===== src/rtl/gate_accum.sv =====
`default_nettype none
// ============================================================================
// Module   : gate_accum
// Purpose  : Dot-product accumulator for the LSTM gate datapath. Sums a stream
//            of full-width signed Q(2*FRAC) products, seeded with a per-row
//            Q(FRAC) bias on the first beat. On the last beat it rounds (half
//            up), rescales to Q(FRAC) and saturates to DATA_WIDTH bits. The
//            result is presented with a one-cycle valid pulse.
// Ports    : clk            clock
//            rst            synchronous reset, active-high (overrides ce_i)
//            ce_i           clock enable; 0 freezes every register
//            prod_valid_i   beat present on prod_i
//            prod_last_i    final beat of the vector (qualified by valid)
//            prod_i         signed product, Q(2*FRAC_WIDTH)
//            bias_i         signed bias, Q(FRAC_WIDTH), first beat only
//            sum_out_o      rescaled, saturated result, Q(FRAC_WIDTH)
//            sum_valid_o    one-cycle pulse: sum_out_o is new
//            sat_flag_o     result was clipped (valid with sum_valid_o)
//            beat_count_o   beats in the vector just emitted
//            busy_o         a vector is open
// Revision : 1.0 - initial release
// ============================================================================
module gate_accum #(
  parameter int DATA_WIDTH = 16,
  parameter int FRAC_WIDTH = 14,
  parameter int GUARD_BITS = 8
) (
  input  logic                           clk,
  input  logic                           rst,
  input  logic                           ce_i,
  input  logic                           prod_valid_i,
  input  logic                           prod_last_i,
  input  logic signed [2*DATA_WIDTH-1:0] prod_i,
  input  logic signed [DATA_WIDTH-1:0]   bias_i,
  output logic signed [DATA_WIDTH-1:0]   sum_out_o,
  output logic                           sum_valid_o,
  output logic                           sat_flag_o,
  output logic [GUARD_BITS:0]            beat_count_o,
  output logic                           busy_o
);

  localparam int c_ACC_W = 2*DATA_WIDTH + GUARD_BITS;
  localparam int c_CNT_W = GUARD_BITS + 1;

  localparam logic signed [c_ACC_W-1:0] c_HALF =
    {{(c_ACC_W-1){1'b0}}, 1'b1} << (FRAC_WIDTH-1);
  localparam logic signed [c_ACC_W-1:0] c_MAX =
    {{(c_ACC_W-DATA_WIDTH+1){1'b0}}, {(DATA_WIDTH-1){1'b1}}};
  localparam logic signed [c_ACC_W-1:0] c_MIN =
    {{(c_ACC_W-DATA_WIDTH+1){1'b1}}, {(DATA_WIDTH-1){1'b0}}};
  localparam logic signed [DATA_WIDTH-1:0] c_OUT_MAX =
    {1'b0, {(DATA_WIDTH-1){1'b1}}};
  localparam logic signed [DATA_WIDTH-1:0] c_OUT_MIN =
    {1'b1, {(DATA_WIDTH-1){1'b0}}};
  localparam logic [c_CNT_W-1:0] c_CNT_ONE = {{(c_CNT_W-1){1'b0}}, 1'b1};

  typedef enum logic [0:0] {
    ST_IDLE = 1'b0,
    ST_ACC  = 1'b1
  } state_t;

  state_t                        state_q, state_d;
  logic signed [c_ACC_W-1:0]     acc_q, acc_d;
  logic [c_CNT_W-1:0]            cnt_q, cnt_d;
  logic signed [DATA_WIDTH-1:0]  sum_q, sum_d;
  logic                          valid_q, valid_d;
  logic                          sat_q, sat_d;
  logic [c_CNT_W-1:0]            bcount_q, bcount_d;

  logic signed [c_ACC_W-1:0]     w_bias_ext;
  logic signed [c_ACC_W-1:0]     w_seed;
  logic signed [c_ACC_W-1:0]     w_prod_ext;
  logic signed [c_ACC_W-1:0]     w_acc_next;
  logic signed [c_ACC_W-1:0]     w_rounded;
  logic signed [c_ACC_W-1:0]     w_scaled;
  logic [c_CNT_W-1:0]            w_cnt_next;

  // Bias is Q(FRAC); align it to the product's Q(2*FRAC) grid.
  assign w_bias_ext = {{(c_ACC_W-DATA_WIDTH){bias_i[DATA_WIDTH-1]}}, bias_i};
  assign w_seed     = w_bias_ext <<< FRAC_WIDTH;
  assign w_prod_ext = {{(c_ACC_W-2*DATA_WIDTH){prod_i[2*DATA_WIDTH-1]}}, prod_i};

  // The first beat of a vector starts from the bias instead of the old sum,
  // so a new vector may open on the edge right after a last beat.
  assign w_acc_next = ((state_q == ST_IDLE) ? w_seed : acc_q) + w_prod_ext;
  assign w_rounded  = w_acc_next + c_HALF;
  assign w_scaled   = w_rounded >>> FRAC_WIDTH;

  // Beat counter sticks at all-ones on over-long vectors.
  assign w_cnt_next = (state_q == ST_IDLE) ? c_CNT_ONE :
                      (&cnt_q)             ? cnt_q     :
                                             cnt_q + c_CNT_ONE;

  always_comb begin
    state_d  = state_q;
    acc_d    = acc_q;
    cnt_d    = cnt_q;
    sum_d    = sum_q;
    valid_d  = valid_q;
    sat_d    = sat_q;
    bcount_d = bcount_q;

    if (ce_i) begin
      valid_d = 1'b0;
      if (prod_valid_i) begin
        if (prod_last_i) begin
          state_d  = ST_IDLE;
          acc_d    = '0;
          cnt_d    = '0;
          valid_d  = 1'b1;
          bcount_d = w_cnt_next;
          if (w_scaled > c_MAX) begin
            sum_d = c_OUT_MAX;
            sat_d = 1'b1;
          end else if (w_scaled < c_MIN) begin
            sum_d = c_OUT_MIN;
            sat_d = 1'b1;
          end else begin
            sum_d = w_scaled[DATA_WIDTH-1:0];
            sat_d = 1'b0;
          end
        end else begin
          state_d = ST_ACC;
          acc_d   = w_acc_next;
          cnt_d   = w_cnt_next;
        end
      end
    end
  end

  always_ff @(posedge clk) begin
    if (rst) begin
      state_q  <= ST_IDLE;
      acc_q    <= '0;
      cnt_q    <= '0;
      sum_q    <= '0;
      valid_q  <= 1'b0;
      sat_q    <= 1'b0;
      bcount_q <= '0;
    end else begin
      state_q  <= state_d;
      acc_q    <= acc_d;
      cnt_q    <= cnt_d;
      sum_q    <= sum_d;
      valid_q  <= valid_d;
      sat_q    <= sat_d;
      bcount_q <= bcount_d;
    end
  end

  assign sum_out_o    = sum_q;
  assign sum_valid_o  = valid_q;
  assign sat_flag_o   = sat_q;
  assign beat_count_o = bcount_q;
  assign busy_o       = (state_q == ST_ACC);

endmodule
`default_nettype wire


===== config.mk =====
export PLATFORM = sky130hd
export DESIGN_NAME = gate_accum
export DESIGN_NICKNAME = d
export VERILOG_FILES = /design/src/rtl/gate_accum.sv
export SDC_FILE = /design/constraint.sdc
export NUM_CORES = 1
export LEC_CHECK = 0
export BUFFER_PORTS_ARGS = -buffer_cell sky130_fd_sc_hd__buf_2
export CAP_MARGIN = 20
export CORE_UTILIZATION = 40
export CTS_BUF_LIST = sky130_fd_sc_hd__clkbuf_8
export DETAILED_ROUTE_END_ITERATION = 16
export HOLD_SLACK_MARGIN = 0.06
export PLACE_DENSITY_LB_ADDON = 0.3
export SYNTH_ARGS = -nofsm -noshare
export SYNTH_HDL_FRONTEND = slang
export SYNTH_SLANG_ARGS = --single-unit

===== constraint.sdc =====
create_clock -name clk -period 6.25 [get_ports clk]
set_clock_uncertainty 0.15 [all_clocks]
set_input_delay 0.625 -clock clk [delete_from_list [all_inputs] [get_ports clk]]
set_output_delay 0.625 -clock clk [all_outputs]
set_load 0.02 [all_outputs]

==> flow_summary.toml, run 1 <==
[run_status]
outcome = "completed"

[power_and_ir_drop]
ir_drop_mv = 0.121
power_mw = 1.59
power_density_nw_per_um2 = 207
leakagePower_nw = 3.01

[cells_and_area]
antenna_cells = 0
final_nets = 1050
post_route_cells_drive_above_1_share = 0.168
syn2layout_area_growth_pct = 10.9
fillers = 1723

[grt]
grt_remaining_overflow = 0
first_global_vias = 6285
antenna_found_initial = 0
grt_usage = 0.230
grt_max_degree = 93
grt_pass1_wl_mm = 32.8

[floorplanning]
die_x_um = 133
core_area_um2 = 16700
dieArea_um2 = 17800
row_count = 47
die_y_um = 133
ios = 81
initial_core_util = 0.413

[yosys]
yosysWarnings = 0
synth_async_sr_flop_share = 0
synth_area_leaders = "dfxtp_1 (22%), ha_1 (7.4%), nor2_1 (6.2%)"
yosysMostFrequentCell = "nor2_1"
synth_top_area_cell = "dfxtp_1"
synth_nets = 998
synth_top_area_share = 0.224
synth_cell_types = 81
avgSynthCellArea_um2 = 7.63
syn_area_um2 = 6890
ys.flop_type = "dfxtp_1"
synth_seq_cells = 77
synthCells = 903
synth_edf_count = 0
ys_top_cells_by_count = "nor2_1 (114), nand2_1 (92), dfxtp_1 (77), a21oi_1 (67), clkbuf_1 (45)"
yosysSeqAreaShare = 0.224

[timing]
setup_viol = 0
tns_ns = 0
worstMarginPinSlew_ns = 1.05
fin_crit_ns = 5.75
timing_hold_violations_final = 0
relSlewSlack = 0.300
maxSlewViolCount = 0
fin_crit_sh = 0.920
fmax_mhz = 174
rsz0062_at_grt = "false"

[clock_tree]
cts_made_buffers = 9
cts_buffer_depth = 2
clk_latency_ns = 0.39
path_clk_slew_ns = 0.09
cts_setup_buffers = 0
ctsResizeCount = 0
hold_buffers = 0
cts_root_buf = "clkbuf_8"
cts.sinks = 77
htreeDepth = 3
cts_tree = "yes"

[route]
drc = 0
drt_iter0_drc = 664
first_pass_iters = 5
ant_nets = 0
num_vias = 6930
wl_per_cell_um = 17.1
routed_wl_mm = 20.1
vias_per_cell = 5.87

[setup_path]
r2r-start = "busy_o$_SDFFE_PP0P_"
cp.buffers_inverters = 2
slowest_delay_ns = 0.78
critPathSlowestCell = "dfxtp_2"
crit_path_start = "busy_o$_SDFFE_PP0P_"
crit_fanout = 29
cp_data_arrival_time_ns = 5.89
start_kind = "flip-flop"
r2r_slack_ns = 0.50
cpLargestDelayFamily = "simple AND/OR/NAND/NOR gates"
criticalPathCategory = "flip-flop to flip-flop"
crit_path_end_kind = "flip-flop"
crit_path_cell_trace = "and2_1 > ha_1 > inv_1 > fa_1 > nor2b_1 > o22ai_2 > a211oi_1 > nor2_1 > xnor2_1 > ha_1 > and2_1 > or4b_1 > nor4_1 > nand3_1 > nor3_1 > xnor2_1 > o22ai_4 > buf_4 > o32ai_1"
required_ns = 6.39

[hold_path]
hp-start = "beat_count_o[7]$_SDFFE_PP0P_"
hold_class = "flip-flop to flip-flop"

[placement]
port_buffers = 80
dp_hpwl_mm = 15.0
place_congestion = 0.931

[flow_run]
cap_violations = 0
[sequential cells by signal, indices dropped and copies added, names as in the netlist]
register      count
sum_out_o        16
sum_valid_o       1
beat_count_o      9
cnt_q             9
sat_flag_o        1
acc_q            40
busy_o            1
[final cells by class]
type | count | area (um2) | area share
clock inverters | 7 | 63.8 | 0.00835
repair buffers | 94 | 505 | 0.0661
inverters | 19 | 71.3 | 0.00933
clock buffers | 9 | 124 | 0.0162
multi-input cells | 754 | 5060 | 0.662
flip-flops and latches | 77 | 1540 | 0.202
well taps | 220 | 275 | 0.0360
[placed cells by master (no fill, tap or decap), types with 22 or more instances in the layout]
| cell | count |
|---|---|
| a21oi_1 | 67 |
| xnor2_1 | 32 |
| ha_1 | 41 |
| and2_1 | 22 |
| buf_2 | 80 |
| nand3_1 | 26 |
| nand2_1 | 91 |
| dfxtp_1 | 76 |
| o21ai_0 | 39 |
| nor2_1 | 113 |
| a22oi_1 | 41 |
[cells by family (layout without fill, tap and decap cells)]
logic type,count (synthesis),in the layout,share of synthesized area
mux,22,22,0.0349
buf+inv,72,129,0.0430
compound gates,277,277,0.297
simple gates,365,365,0.263
flops,77,77,0.224
fa+ha+maj,42,42,0.0773
xor+xnor,48,48,0.0610
[per-stage QoR]
step | instances | utilization | cell area, um2 | hold WS (ns) | setup slack, ns
floorplan | 903 | - | 6890 | 0.296 | 0.772
global placement | 1164 | 0.447 | 7460 | 0.289 | 0.597
detailed placement | 1164 | 0.447 | 7460 | 0.292 | 0.539
CTS | 1180 | 0.458 | 7650 | 0.306 | 0.508
global route | 1180 | 0.458 | 7650 | 0.333 | 0.0687
finish | 1180 | 0.458 | 7650 | 0.306 | 0.498
[routing by layer]
layer | vias up | GRT usage | wire, um
li1 | 3485 | - | -
met2 | 239 | 0.341 | 8380
met3 | 36 | 0.0434 | 1260
met5 | - | 0 | 0
met4 | 0 | 0.0688 | 430
met1 | 3170 | 0.334 | 10000
[report_power, final]
group	internal, mW	switching [mW]
clock network	0.153	0.235
logic	0.248	0.414
registers	0.517	0.0195
total	0.918	0.668
[final timing paths]
path	endpoint	cells after the start
setup reg to reg	sum_out_o[0]$_SDFFE_PP0P_	19
setup / recovery	sum_out_o[0]$_SDFFE_PP0P_	19
hold / removal	beat_count_o[7]$_SDFFE_PP0P_	2
hold reg to reg	beat_count_o[7]$_SDFFE_PP0P_	2
[worst register-to-register path, delay by kind of cell, from the launching register on]
family          cells  cell delay, ns
simple gates        8            2.16
xor+xnor            2            0.57
buf+inv             2            0.30
fa+ha+maj           3            0.80
flops               1            0.78
compound gates      4            0.90
(Power assumes the default switching activity.)
==> inputs of run 2 (changes only) <==
--- a/config.mk
+++ b/config.mk
@@ -12,6 +12,7 @@
 export DETAILED_ROUTE_END_ITERATION = 16
 export HOLD_SLACK_MARGIN = 0.06
 export PLACE_DENSITY_LB_ADDON = 0.3
+export REMOVE_ABC_BUFFERS = 1
 export SYNTH_ARGS = -nofsm -noshare
 export SYNTH_HDL_FRONTEND = slang
 export SYNTH_SLANG_ARGS = --single-unit
==> run 2 against run 1 <==
Die area unchanged; register-to-register slack better by 0.14 ns; utilization increased by 0.16 points; setup slack gained 0.14 ns; critical path depth stayed put; cell area increased by 0.36%; sequential power about the same; largest power group unchanged.
==> flow_summary.toml, run 2 (same netlist as run 1, synthesis figures left out) <==
[clock_tree]
cts_made_buffers = 9
cts.sinks = 77
cts_tree = "yes"
cts_root_buf = "clkbuf_8"
htreeDepth = 3
cts_setup_buffers = 0
cts_buffer_depth = 2
clk_latency_ns = 0.40
path_clk_slew_ns = 0.10
hold_buffers = 0
ctsResizeCount = 0

[timing]
fmax_mhz = 178
fin_crit_ns = 5.62
relSlewSlack = 0.443
maxSlewViolCount = 0
timing_hold_violations_final = 0
rsz0062_at_grt = "false"
worstMarginPinSlew_ns = 0.815
setup_viol = 0
fin_crit_sh = 0.898
tns_ns = 0
worst_slack_ns = 0.635

[route]
vias_per_cell = 5.87
drc = 0
wl_per_cell_um = 17.3
ant_nets = 0
routed_wl_mm = 20.4
drt_iter0_drc = 546
first_pass_iters = 6
num_vias = 6919

[hold_path]
hold_path_depth = 2
hold_class = "flip-flop to flip-flop"

[setup_path]
start_kind = "flip-flop"
critPathSlowestCell = "or4_4"
cp.buffers_inverters = 2
required_ns = 6.34
cp_num_cells = 19
crit_path_cell_trace = "and2_1 > ha_1 > inv_1 > fa_1 > nor2b_1 > o22ai_2 > a211oi_1 > nor2_1 > xnor2_1 > ha_1 > and2_1 > or4b_1 > or4_4 > nor4_4 > xnor2_1 > o2111ai_2 > o22ai_4 > buf_4 > o32ai_2"
crit_fanout = 17
slowest_delay_ns = 0.61
cpLargestDelayFamily = "simple AND/OR/NAND/NOR gates"
cp_data_arrival_time_ns = 5.71
crit_path_end_kind = "flip-flop"
criticalPathCategory = "flip-flop to flip-flop"
worstRegToRegCells = 19

[grt]
grt_remaining_overflow = 0
antenna_found_initial = 0
grt_pass1_wl_mm = 33.1
grt_max_degree = 62
grt_usage = 0.234
first_global_vias = 6329

[floorplanning]
core_area_um2 = 16700
row_count = 47
die_y_um = 133
ios = 81
initial_core_util = 0.413
die_x_um = 133
dieArea_um2 = 17800

[cells_and_area]
mostFrequentLayoutCells = "nor2_1 (113), nand2_1 (91), buf_2 (80)"
regMostFlops = "acc_q"
final_nets = 1049
fillers = 1707
final_common_cell = "nor2_1"
post_route_cells_drive_above_1_share = 0.167
antenna_cells = 0
syn2layout_area_growth_pct = 11.3
largest_register_ffs = 40

[power_and_ir_drop]
leakagePower_nw = 3.02
ir_drop_mv = 0.0983
power_density_nw_per_um2 = 210

[run_status]
outcome = "completed"

[flow_run]
cap_violations = 0

[placement]
port_buffers = 80
dp_hpwl_mm = 15.2
place_congestion = 0.935
place_worst_setup_slack_ns = 0.638
-- run 2: changes by cell type in the layout (fill, tap and decap cells not counted) --
cell | previous run | this run
buf_12 | 0 | 1
buf_4 | 14 | 11
buf_6 | 0 | 1
inv_8 | 2 | 1
bufinv_16 | 0 | 1
-- run 2: metrics by stage --
stage                     total power, mW   util  std cells  cell area, um2  hold slack [ns]
final                                1.62  0.459       1179            7670            0.301
after global placement               1.19  0.446       1162            7460            0.289
after global routing                 1.71  0.459       1179            7670            0.329
after CTS                            1.62  0.459       1178            7660            0.304
after detailed placement             1.19  0.446       1162            7460            0.290
after floorplan                     0.999      -        850            6670            0.296
-- run 2: worst paths after layout --
check | from | endpoint | slack [ns]
worst max-delay path | busy_o$_SDFFE_PP0P_ | sum_out_o[7]$_SDFFE_PP0P_ | 0.63
worst min register to register | beat_count_o[3]$_SDFFE_PP0P_ | beat_count_o[3]$_SDFFE_PP0P_ | 0.30
worst min-delay path | beat_count_o[3]$_SDFFE_PP0P_ | beat_count_o[3]$_SDFFE_PP0P_ | 0.30
worst max register to register | busy_o$_SDFFE_PP0P_ | sum_out_o[7]$_SDFFE_PP0P_ | 0.63
-- run 2: report_power, final --
| part | switching (mW) | total (mW) | internal (mW) |
|---|---|---|---|
| Combinational | 0.414 | 0.660 | 0.246 |
| Clock | 0.231 | 0.422 | 0.191 |
| Sequential | 0.0161 | 0.533 | 0.517 |
-- run 2: layer usage --
layer,wire [um],vias to the layer above,track usage
met5,0,-,0
met4,361,0,0.0783
met3,1250,24,0.0282
met2,8860,236,0.359
met1,9940,3194,0.338
li1,-,3465,-
-- run 2: layout make-up --
class	instances	area, um2	share of cell area
Inverter	19	71.3	0.00929
Sequential cell	77	1540	0.201
Clock inverter	7	82.6	0.0108
Multi-Input combinational cell	754	5060	0.660
Tap cell	220	275	0.0359
Timing Repair Buffer	93	514	0.0670
Clock buffer	9	124	0.0161
-- run 2: worst reg2reg max path: stages, from the launching register on --
cell       delay, ns
dfxtp_2         0.58
and2_1          0.20
ha_1            0.21
inv_1           0.07
fa_1            0.37
nor2b_1         0.21
o22ai_2         0.19
a211oi_1        0.30
nor2_1          0.10
xnor2_1         0.33
ha_1            0.24
and2_1          0.15
or4b_1          0.54
or4_4           0.61
nor4_4          0.26
xnor2_1         0.19
o2111ai_2       0.19
o22ai_4         0.14
buf_4           0.29
o32ai_2         0.13
